===== src/rtl/rr_arbiter_8_pkg.sv =====
// Shared constants and state encoding for the eight-way round-robin arbiter.
package arb_pkg;
  localparam int ARB_N     = 8;
  localparam int ARB_IDX_W = 3;

  typedef enum logic {
    ARB_IDLE,
    ARB_GRANT
  } arb_state_e;
endpackage


===== src/rtl/rr_arbiter_8_if.sv =====
// Request/grant bundle between the requesters (master) and the arbiter (slave).
interface rr_arbiter_8_if;
  import arb_pkg::*;

  logic [ARB_N-1:0]     req;
  logic                 done;
  logic [ARB_N-1:0]     gnt;
  logic [ARB_IDX_W-1:0] gnt_idx;
  logic                 gnt_vld;
  logic                 timeout;

  modport master (output req, done, input gnt, gnt_idx, gnt_vld, timeout);
  modport slave  (input req, done, output gnt, gnt_idx, gnt_vld, timeout);
endinterface


===== src/rtl/rr_arbiter_8_grant_decoder.sv =====
// Enabled 3-to-8 one-hot decoder; all outputs low when disabled.
module grant_decoder
  import arb_pkg::*;
(
  input  logic [ARB_IDX_W-1:0] idx_i,
  input  logic                 en_i,
  output logic [ARB_N-1:0]     gnt_o
);
  for (genvar gi = 0; gi < ARB_N; gi++) begin : g_dec
    assign gnt_o[gi] = en_i && (idx_i == ARB_IDX_W'(gi));
  end
endmodule


===== src/rtl/rr_arbiter_8.sv =====
// Eight-way round-robin arbiter with a per-grant hold limit and timeout pulse.
module rr_arbiter_8
  import arb_pkg::*;
#(
  parameter int MAX_HOLD = 16
) (
  input logic           clk,
  input logic           rst,
  rr_arbiter_8_if.slave bus
);
  localparam int HOLD_W = $clog2(MAX_HOLD);

  arb_state_e           state_q;
  logic [ARB_IDX_W-1:0] ptr_q;
  logic [ARB_IDX_W-1:0] gnt_idx_q;
  logic                 gnt_vld_q;
  logic                 timeout_q;
  logic [HOLD_W-1:0]    hold_cnt_q;
  logic [ARB_N-1:0]     gnt_w;

  // First set request at or above p, wrapping from 7 back to 0.
  function automatic logic [ARB_IDX_W-1:0] rr_pick(input logic [ARB_N-1:0] r,
                                                   input logic [ARB_IDX_W-1:0] p);
    logic [ARB_IDX_W-1:0] idx;
    logic                 found;
    rr_pick = p;
    found   = 1'b0;
    for (int k = 0; k < ARB_N; k++) begin
      idx = p + ARB_IDX_W'(k);
      if (!found && r[idx]) begin
        rr_pick = idx;
        found   = 1'b1;
      end
    end
  endfunction

  logic rel_done, rel_drop, rel_hold;
  assign rel_done = bus.done;
  assign rel_drop = !bus.req[gnt_idx_q];
  assign rel_hold = (hold_cnt_q == HOLD_W'(MAX_HOLD - 1));

  always_ff @(posedge clk or posedge rst) begin
    if (rst) begin
      state_q    <= ARB_IDLE;
      ptr_q      <= '0;
      gnt_idx_q  <= '0;
      gnt_vld_q  <= 1'b0;
      timeout_q  <= 1'b0;
      hold_cnt_q <= '0;
    end else begin
      case (state_q)
        ARB_IDLE: begin
          timeout_q <= 1'b0;
          if (bus.req != '0) begin
            gnt_idx_q  <= rr_pick(bus.req, ptr_q);
            gnt_vld_q  <= 1'b1;
            hold_cnt_q <= '0;
            state_q    <= ARB_GRANT;
          end
        end
        ARB_GRANT: begin
          if (rel_done || rel_drop || rel_hold) begin
            state_q   <= ARB_IDLE;
            gnt_vld_q <= 1'b0;
            ptr_q     <= gnt_idx_q + 1'b1;
            // Only a pure hold-limit release counts as a timeout.
            timeout_q <= rel_hold && !rel_done && !rel_drop;
          end else begin
            hold_cnt_q <= hold_cnt_q + 1'b1;
          end
        end
        default: state_q <= ARB_IDLE;
      endcase
    end
  end

  grant_decoder u_dec (
    .idx_i (gnt_idx_q),
    .en_i  (gnt_vld_q),
    .gnt_o (gnt_w)
  );

  assign bus.gnt     = gnt_w;
  assign bus.gnt_idx = gnt_idx_q;
  assign bus.gnt_vld = gnt_vld_q;
  assign bus.timeout = timeout_q;
endmodule


===== src/flat_wrapper.sv =====
// flat-port wrapper written by rule: the top's interface ports become plain ports
module rr_arbiter_8_flat import arb_pkg::*;
#(
  parameter int MAX_HOLD = 16
)
  (clk, rst, bus_req, bus_done, bus_gnt, bus_gnt_idx, bus_gnt_vld, bus_timeout);
  rr_arbiter_8_if bus_i ();
  input logic clk;
  input logic rst;
  input wire logic [$bits(bus_i.req)-1:0] bus_req;
  input wire logic [$bits(bus_i.done)-1:0] bus_done;
  output wire logic [$bits(bus_i.gnt)-1:0] bus_gnt;
  output wire logic [$bits(bus_i.gnt_idx)-1:0] bus_gnt_idx;
  output wire logic [$bits(bus_i.gnt_vld)-1:0] bus_gnt_vld;
  output wire logic [$bits(bus_i.timeout)-1:0] bus_timeout;
  assign bus_i.req = bus_req;
  assign bus_i.done = bus_done;
  assign bus_gnt = bus_i.gnt;
  assign bus_gnt_idx = bus_i.gnt_idx;
  assign bus_gnt_vld = bus_i.gnt_vld;
  assign bus_timeout = bus_i.timeout;
  rr_arbiter_8 #(.MAX_HOLD(MAX_HOLD)) u_core (.clk(clk), .rst(rst), .bus(bus_i));
endmodule

===== config.mk =====
export PLATFORM = sky130hd
export DESIGN_NAME = rr_arbiter_8_flat
export DESIGN_NICKNAME = d
export VERILOG_FILES = /design/src/rtl/rr_arbiter_8_pkg.sv /design/src/rtl/rr_arbiter_8_if.sv /design/src/rtl/rr_arbiter_8_grant_decoder.sv /design/src/rtl/rr_arbiter_8.sv /design/src/flat_wrapper.sv
export SDC_FILE = /design/constraint.sdc
export NUM_CORES = 1
export LEC_CHECK = 0
export CELL_PAD_IN_SITES_DETAIL_PLACEMENT = 1
export CELL_PAD_IN_SITES_GLOBAL_PLACEMENT = 2
export CORE_ASPECT_RATIO = 0.7
export CORE_MARGIN = 4
export CORE_UTILIZATION = 37
export DETAILED_ROUTE_END_ITERATION = 6
export PLACE_DENSITY_LB_ADDON = 0.12
export SLEW_MARGIN = 20
export SYNTH_ARGS = -nofsm -noshare
export SYNTH_HDL_FRONTEND = slang
export SYNTH_SLANG_ARGS = --single-unit

===== constraint.sdc =====
create_clock -name clk -period 5.2 [get_ports clk]
set_input_delay 1.56 -clock clk [delete_from_list [all_inputs] [get_ports clk]]
set_output_delay 1.56 -clock clk [all_outputs]
set_load 0.02 [all_outputs]

### Yosys cells after proc, flatten, opt, wreduce, memory -nomap -nowiden

Cells that the tools add are included.

* register bits: 13
* input port bits: 11
* output and inout bits: 13
* logic and storage cells: 127

* $add $sub $neg: 9
* magnitude comparators: 9
* eq/ne operators: 11
* muxes and demuxes: 57
* bitwise gates (word level): 1
* reduce and logical (&&, ||, !) cells: 34

Operator list (count)
* 3-bit by 4-bit < comparator with 1-bit output (second input constant): 9
* 1-bit two-way mux: 35
* 1-bit binary-select mux with 3-bit select: 9
* 3-bit two-way mux: 7
* 1-bit logical AND: 17
* 3-bit adder (second input constant): 4
* 3-bit == test (second input constant): 4
* 1-bit logical NOT: 9
* 4-bit two-way mux: 2
* 4-bit case mux with 2 select lines: 1
* 2-bit AND reduction: 4
* 8-bit nonzero test: 1
* 3-bit by 1-bit adder with 3-bit output (second input constant): 2
* 3-bit by 2-bit adder with 3-bit output (second input constant): 2
* 3-bit by 2-bit == test with 1-bit output (second input constant): 2
* 1-bit case mux with 2 select lines: 3
* 4-bit by 1-bit adder with 4-bit output (second input constant): 1
* 4-bit == test (second input constant): 1
* 2-bit inequality test (second input constant): 2
* 3-bit by 1-bit == test with 1-bit output (second input constant): 1
* 3-bit logical NOT: 1
* 1-bit logical OR: 2
* 2-bit by 1-bit inequality test with 1-bit output (second input constant): 1
* 1-bit NOT: 1

### Depth between registers and ports, before layout

Gate-level depths: netlist (run 1).

* depth after elaboration: 38
* depth in mapped cells: 12
* depth with buffers taken out: 9

### By module

From an unflattened synthesis (run 1), not the netlist that was laid out.

* cell total of the unflattened synthesis: 149
* area, all modules: 1465.2 um2

By module, submodules not included
* rr_arbiter_8: times used 1, cells an instance 141, area an instance 1368.8 um2, sequential area each 325.3 um2
* grant_decoder: times used 1, cells an instance 8, area an instance 96.3 um2, sequential area each 0.0 um2

### Least setup slack after synthesis (run 1)

Ideal clock, no wire load.

* path kind: input-to-reg
* start point: input port bus_req[4]
* end point: register u_core.gnt_idx_q[2] (netlist: u_core.bus.gnt_idx[2])
* setup time: 0.132 ns
* arrival: 3.236 ns
* data required time: 5.068 ns
* setup slack: 1.833 ns
* stages: 7
* path buffers: 0
* cell sequence: mux2_4 mux4_2 o32ai_4 a221oi_1 o22ai_1 o311a_1 o22ai_2

* cells in the longest elaborated chain, start to end: 38
* elaborated cells on any way between the ends: 60
* those cells by class: mux: 44; reduce/logical: 16

RTL lines
* from (decl): RTL line flat_wrapper.sv:10 `input wire logic [$bits(bus_i.req)-1:0] bus_req;`
* 1-bit binary-select mux with 3-bit select: RTL line rr_arbiter_8.sv:30 `if (!found && r[idx]) begin`
* 1-bit two-way mux (implied by the code): RTL line rr_arbiter_8.sv:30
* 1-bit two-way mux: RTL line rr_arbiter_8.sv:30
* 1-bit two-way mux: RTL line rr_arbiter_8.sv:54 `if (bus.req != '0) begin`
* 1-bit two-way mux: RTL line rr_arbiter_8.sv:51 `case (state_q)`
* 1-bit logical NOT: RTL line rr_arbiter_8.sv:30
* 1-bit logical AND: RTL line rr_arbiter_8.sv:30
* 1-bit two-way mux: RTL line rr_arbiter_8.sv:30
* [22 not listed]
* 1-bit logical NOT: RTL line rr_arbiter_8.sv:30
* 1-bit logical AND: RTL line rr_arbiter_8.sv:30
* 1-bit two-way mux: RTL line rr_arbiter_8.sv:30
* 1-bit two-way mux: RTL line rr_arbiter_8.sv:54
* 1-bit two-way mux: RTL line rr_arbiter_8.sv:51
* 1-bit logical NOT: RTL line rr_arbiter_8.sv:30
* 1-bit logical AND: RTL line rr_arbiter_8.sv:30
* 3-bit two-way mux: RTL line rr_arbiter_8.sv:30
* to (signal assigned): RTL line rr_arbiter_8.sv:55 `gnt_idx_q <= rr_pick(bus.req, ptr_q);`
* to (decl): RTL line rr_arbiter_8.sv:15 `logic [ARB_IDX_W-1:0] gnt_idx_q;`

Parallel ways exist; a longest one is shown, timed or not. The select of a mux whose other input is x is not followed.
A chain may end at the register's enable or synchronous reset.

### Final worst setup path (run 1)

Same ends and word-level chain as after synthesis.

==> results of run 1 <==
-- sequential cells by signal, summed over array words and instances (netlist names) --
name and count:
u_core.bus.gnt_idx 3, u_core.bus.gnt_vld 1, u_core.bus.timeout 1, u_core.hold_cnt_q 4, u_core.ptr_q 3, u_core.state_q 1
-- cell families (layout without fill, tap and decap cells) --
family	count (synthesis)	after routing	share of synthesized area, %
and+or+nand+nor	51	51	16.3
adders and majority gates	9	9	6.74
muxes	31	31	31.5
AOI/OAI and AO/OA	44	44	19.5
DFF	13	13	19.5
buffers and inverters	17	39	4.94
xor gates and xnor gates	3	3	1.57
-- worst paths after layout --
path,startpoint,to,depth (start not counted)
setup / recovery,bus_req[4],u_core.bus.gnt_idx[2],8
hold / removal,u_core.hold_cnt_q[3],u_core.hold_cnt_q[3],1
setup reg to reg,u_core.ptr_q[0],u_core.bus.gnt_idx[2],10
hold reg to reg,u_core.hold_cnt_q[3],u_core.hold_cnt_q[3],1
max in group asynchronous,rst,u_core.hold_cnt_q[0],2
min in group asynchronous,rst,u_core.bus.gnt_vld,2
-- power by group through the flow --
stage                     clock network (mW)  registers (mW)  logic (mW)
after floorplan                            0           0.195       0.897
final                                 0.0926           0.209        1.15
after global routing                  0.0995           0.218        1.25
after global placement                     0           0.209        1.12
after detailed placement                   0           0.210        1.15
after CTS                             0.0954           0.209        1.15
-- metal layers --
layer | vias to the layer above | global-route usage [%] | wire length, um
met4 | 0 | 3.40 | 13
met2 | 28 | 25.5 | 2020
met1 | 738 | 28.4 | 2570
li1 | 702 | - | -
met3 | 2 | 2.96 | 152
met5 | - | 0 | 0
-- through the flow --
stage	setup WS (ns)	hold WS [ns]	area, um2	power [mW]
after CTS	1.26	0.496	1990	1.45
after global routing	1.12	0.534	1990	1.57
after detailed placement	0.986	0.480	1940	1.36
after floorplan	1.83	0.439	1670	1.09
final	1.27	0.495	1990	1.45
after global placement	1.03	0.464	1940	1.33
-- final cells by class --
cell class,count,area [um2]
Clock buffer,4,45.0
Inverter,10,37.5
Sequential cell,13,325
Tap cell,55,68.8
Multi-Input combinational cell,138,1260
Timing Repair Buffer,25,245
Fill cell,497,2370
-- cell usage in the layout, fill, tap and decap left out, types with 3 or more instances in the layout --
master | Yosys | final
nor2_1 | 10 | 10
mux4_1 | 4 | 4
mux2_4 | 4 | 4
nor3_1 | 3 | 3
ha_1 | 9 | 9
mux2i_1 | 8 | 8
dfrtp_1 | 13 | 13
and2_1 | 6 | 6
inv_1 | 9 | 9
nand3_1 | 4 | 4
nand2b_1 | 3 | 3
clkdlybuf4s50_1 | 0 | 23
mux2_2 | 5 | 5
o21ai_0 | 9 | 9
a21oi_1 | 7 | 7
clkbuf_8 | 0 | 3
and3_1 | 5 | 5
mux4_2 | 9 | 9
nand2_1 | 11 | 11
o22ai_1 | 4 | 4
-- worst register-to-register path, cell delays in order (launching register included) --
cell and delay, ns:
dfrtp_1 0.32, buf_4 0.29, inv_1 0.14, ha_1 0.62
mux2_2 0.42, mux4_2 0.51, o32ai_4 0.41, a221oi_1 0.18
o22ai_1 0.19, o311a_1 0.20, o22ai_2 0.07
==> results.cfg, run 1 <==
[place]
place_congestion = 0.892
dp_cells = 241
dp_hpwl_mm = 3.77
port-buffer-count = 23

[clock_tree]
clock_path_buffers = 2
cts_setup_buffers = 0
cts_made_buffers = 3
cts_sinks = 13
root_buffer = clkbuf_8
h-tree-depth = 1
post_cts_resized = 0
path_clk_slew_ns = 0.06
worstSkewPairLatency_ns = 0.25
cts_tree = built
ctsHoldBuffers = 0

[pwr]
leakage_nw = 0.810
power_frac_seq_pct = 14.4
switching_share_pct = 50.0
p_comb_share_pct = 79.3
p_clk_share_pct = 6.4
power_density_nw_per_um2 = 731
p_sw_mw = 0.726
p_int_mw = 0.726
vdd_ir_drop_max_uv = 318

[drt]
drt_iter0_markers = 81
drt_first_pass_iters = 4
vias = 1470
via_per_inst = 6.00
drt-wirelength-per-cell_um = 19.4
drtAntennaViolNets = 0
route.detailed.drc = 0
drt-total-wl_mm = 4.76

[critical_path]
slowest_stage = clkdlybuf4s50_1
cp_data_arrival_time_ns = 4.05
worstSetupPathType = input port to register
crit_chain = clkdlybuf4s50_1 -> mux2_4 -> mux4_2 -> o32ai_4 -> a221oi_1 -> o22ai_1 -> o311a_1 -> o22ai_2
cp_top_family = compound AO/OA/AOI/OAI gates
slowest_delay_ns = 0.55
crit_required_ns = 5.32
end_kind = register
worstSetupStartpointType = input port
crit_buf_inv = 1
rrSetupSlack_ns = 1.72
path_max_fanout = 8

[synthesis]
syn_nets = 188
netlist_area_um2 = 1670
yosysUniqueCellTypes = 53
yosys-top-cells-area = dfrtp_1 (19%), mux4_2 (12%), ha_1 (6.7%)
synth_commonest_cells = dfrtp_1 (13), nand2_1 (11), nor2_1 (10)
synth_most_common_cell = dfrtp_1
yosys.area.top_type_share_pct = 19.5
synth_ff_type = dfrtp_1
synth_edf_count = 0
yosysWarningCount = 0
ys_ff_latch = 13
synthCells = 168
synth_seq_area_share_pct = 19.5
yosysTopAreaCell = dfrtp_1
avgSynthCellArea_um2 = 9.95
ys_async_sr_fraction_pct = 100

[status]
status = complete, no violations

[die]
dieArea_um2 = 5670
io_pins = 24
fp-row-count = 20
die_y_um = 64.2
initial_core_util_pct = 38.4
core_um2 = 4350
die_w_um = 88.3

[job]
timing.max_cap.violations = 0

[timing]
rsz0062_at_grt = no
worst_slew_pin_slew_ns = 0.782
max_freq_ghz = 0.254
finalHoldViolations = 0
drv_slew = 0
report.final.setup_viol = 0
timing.setup.tns_ns = 0
min_period_ns = 3.93
finalCritPeriodShare_pct = 75.6
maxSlewHeadroom_pct = 47.4
skew_ns = 0.00118

[cells_and_area]
fin_util_pct = 45.6
diodes = 0
fin_cells = 245
syn2layout_area_growth_pct = 18.8
fin_nets = 211
layout-drive-gt1-share_pct = 16.8

[global_route]
antenna_found_initial = 0
overflow = 0
grt_usage_pct = 18.0
grt_pass1_wl_mm = 7.86
grt_max_degree = 20
grt_pass1_vias = 1447

[hold_path]
hp-class = register to register
No activity file was read; power rests on OpenSTA's default activity.
==> run 2: changes to the inputs <==
--- a/config.mk
+++ b/config.mk
@@ -9,7 +9,7 @@
 export CELL_PAD_IN_SITES_GLOBAL_PLACEMENT = 2
 export CORE_ASPECT_RATIO = 0.7
 export CORE_MARGIN = 4
-export CORE_UTILIZATION = 37
+export CORE_UTILIZATION = 35
 export DETAILED_ROUTE_END_ITERATION = 6
 export PLACE_DENSITY_LB_ADDON = 0.12
 export SLEW_MARGIN = 20
==> constraint.sdc (replaced) <==
create_clock -name clk -period 3.8 [get_ports clk]
set_input_delay 1.14 -clock clk [delete_from_list [all_inputs] [get_ports clk]]
set_output_delay 1.14 -clock clk [all_outputs]
set_load 0.02 [all_outputs]
==> run 2 against run 1 <==
Count of clock-buffer cells in the layout unchanged; via count increased by 0.61%; clock power increased by 36%.
==> results.cfg, run 2 (synthesis gave the netlist of run 1 again) <==
[cells_and_area]
fin_util_pct = 44.5
diodes = 0
top_register = u_core.hold_cnt_q
mostFrequentLayoutCells = clkdlybuf4s50_1 (23), dfrtp_1 (13), nand2_1 (11), nor2_1 (10)
layout_commonest_cell = clkdlybuf4s50_1
syn2layout_area_growth_pct = 19.2
fin_nets = 212
largest_reg_flops = 4
layout-drive-gt1-share_pct = 17.3

[critical_path]
path_depth = 8
crit_buf_inv = 1
end_kind = register
rr_endpoint = u_core.bus.gnt_idx[0]
reg2reg_depth = 9
worstSetupStartpointType = input port
r2r-start = u_core.ptr_q[1]
worstSetupPathType = input port to register
slowest_stage = clkdlybuf4s50_1
path_max_fanout = 8
crit_required_ns = 3.91
rrSetupSlack_ns = 0.43
cp_top_family = compound AO/OA/AOI/OAI gates
cp_data_arrival_time_ns = 3.63
slowest_delay_ns = 0.54
crit_chain = clkdlybuf4s50_1 -> mux2_4 -> mux4_2 -> o32ai_4 -> a221oi_1 -> o22ai_1 -> o311a_1 -> o22ai_2
cp-endpoint = u_core.bus.gnt_idx[2]
startpoint = bus_req[4]

[timing]
finalCritPeriodShare_pct = 92.6
worst_slew_pin_slew_ns = 0.734
drv_slew = 0
max_freq_ghz = 0.284
timing.setup.tns_ns = 0
rsz0062_at_grt = no
skew_ns = 0.00503
whs_ns = 0.484
fin_ws_ns = 0.280
maxSlewHeadroom_pct = 50.6
finalHoldViolations = 0
min_period_ns = 3.52
report.final.setup_viol = 0

[global_route]
grt_usage_pct = 16.4
grt_pass1_wl_mm = 7.80
overflow = 0
grt_max_degree = 19
grt_pass1_vias = 1477
antenna_found_initial = 0

[place]
port-buffer-count = 23
place_ws_ns = 0.0446
place_congestion = 0.841
dp_hpwl_mm = 3.82

[hold_path]
hp-class = register to register

[die]
die_w_um = 90.6
core_um2 = 4480
io_pins = 24
die_y_um = 65.8
initial_core_util_pct = 37.3
dieArea_um2 = 5960
fp-row-count = 20

[pwr]
power_density_nw_per_um2 = 1010
leakage_nw = 0.815
p_sw_mw = 1.01
p_int_mw = 1.00
vdd_ir_drop_max_uv = 554
power_frac_seq_pct = 14.2
p_total_mw = 2.01
p_comb_share_pct = 79.5
p_clk_share_pct = 6.3
switching_share_pct = 50.2

[drt]
via_per_inst = 6.01
vias = 1479
drt_iter0_markers = 46
drtAntennaViolNets = 0
drt-total-wl_mm = 4.75
drt-wirelength-per-cell_um = 19.3
drt_first_pass_iters = 4
route.detailed.drc = 0

[clock_tree]
h-tree-depth = 1
cts_made_buffers = 3
cts_setup_buffers = 0
clock_path_buffers = 2
worstSkewPairLatency_ns = 0.25
post_cts_resized = 0
ctsHoldBuffers = 0
cts_sinks = 13
path_clk_slew_ns = 0.06
cts_tree = built
root_buffer = clkbuf_8

[status]
status = complete, no violations

[job]
timing.max_cap.violations = 0
==> run 2: changes by cell type in the layout (fill, tap and decap cells not counted), sizes merged <==
cell / delta
buf: +1
==> run 2: worst min-delay path by stage <==
stage / from / end / cells after the start
2_1_floorplan: u_core.hold_cnt_q[3] / u_core.hold_cnt_q[3] / 1
3_3_place_gp: u_core.hold_cnt_q[3] / u_core.hold_cnt_q[3] / 1
3_5_place_dp: u_core.hold_cnt_q[3] / u_core.hold_cnt_q[3] / 1
4_1_cts: u_core.hold_cnt_q[3] / u_core.hold_cnt_q[3] / 1
5_1_grt: u_core.hold_cnt_q[3] / u_core.hold_cnt_q[3] / 1
6_report: u_core.hold_cnt_q[3] / u_core.hold_cnt_q[3] / 1
==> run 2: layout make-up <==
cell class | count | area (um2)
fill | 508 | 2490
inverter | 10 | 37.5
tap | 55 | 68.8
clock buffer | 4 | 45.0
timing repair buffer | 26 | 253
sequential | 13 | 325
multi-input combinational | 138 | 1260
==> run 2: power by group through the flow <==
stage          registers, mW  clock network [mW]  logic (mW)
3_3_place_gp           0.287                   0        1.54
4_1_cts                0.288               0.133        1.59
2_1_floorplan          0.268                   0        1.23
5_1_grt                0.300               0.140        1.72
3_5_place_dp           0.291                   0        1.58
6_report               0.286               0.126        1.60
==> run 2: through the flow <==
step,area (um2),cells
6_report,1990,246
3_5_place_dp,1950,242
4_1_cts,1990,246
5_1_grt,1990,246
3_3_place_gp,1950,242
2_1_floorplan,1670,168
==> run 2: routing by layer <==
metal | vias up | wire, um | GRT usage [%]
li1 | 703 | - | -
met1 | 741 | 2490 | 24.0
met2 | 33 | 2040 | 25.2
met3 | 2 | 200 | 3.64
met4 | 0 | 17 | 1.91
met5 | - | 0 | 0
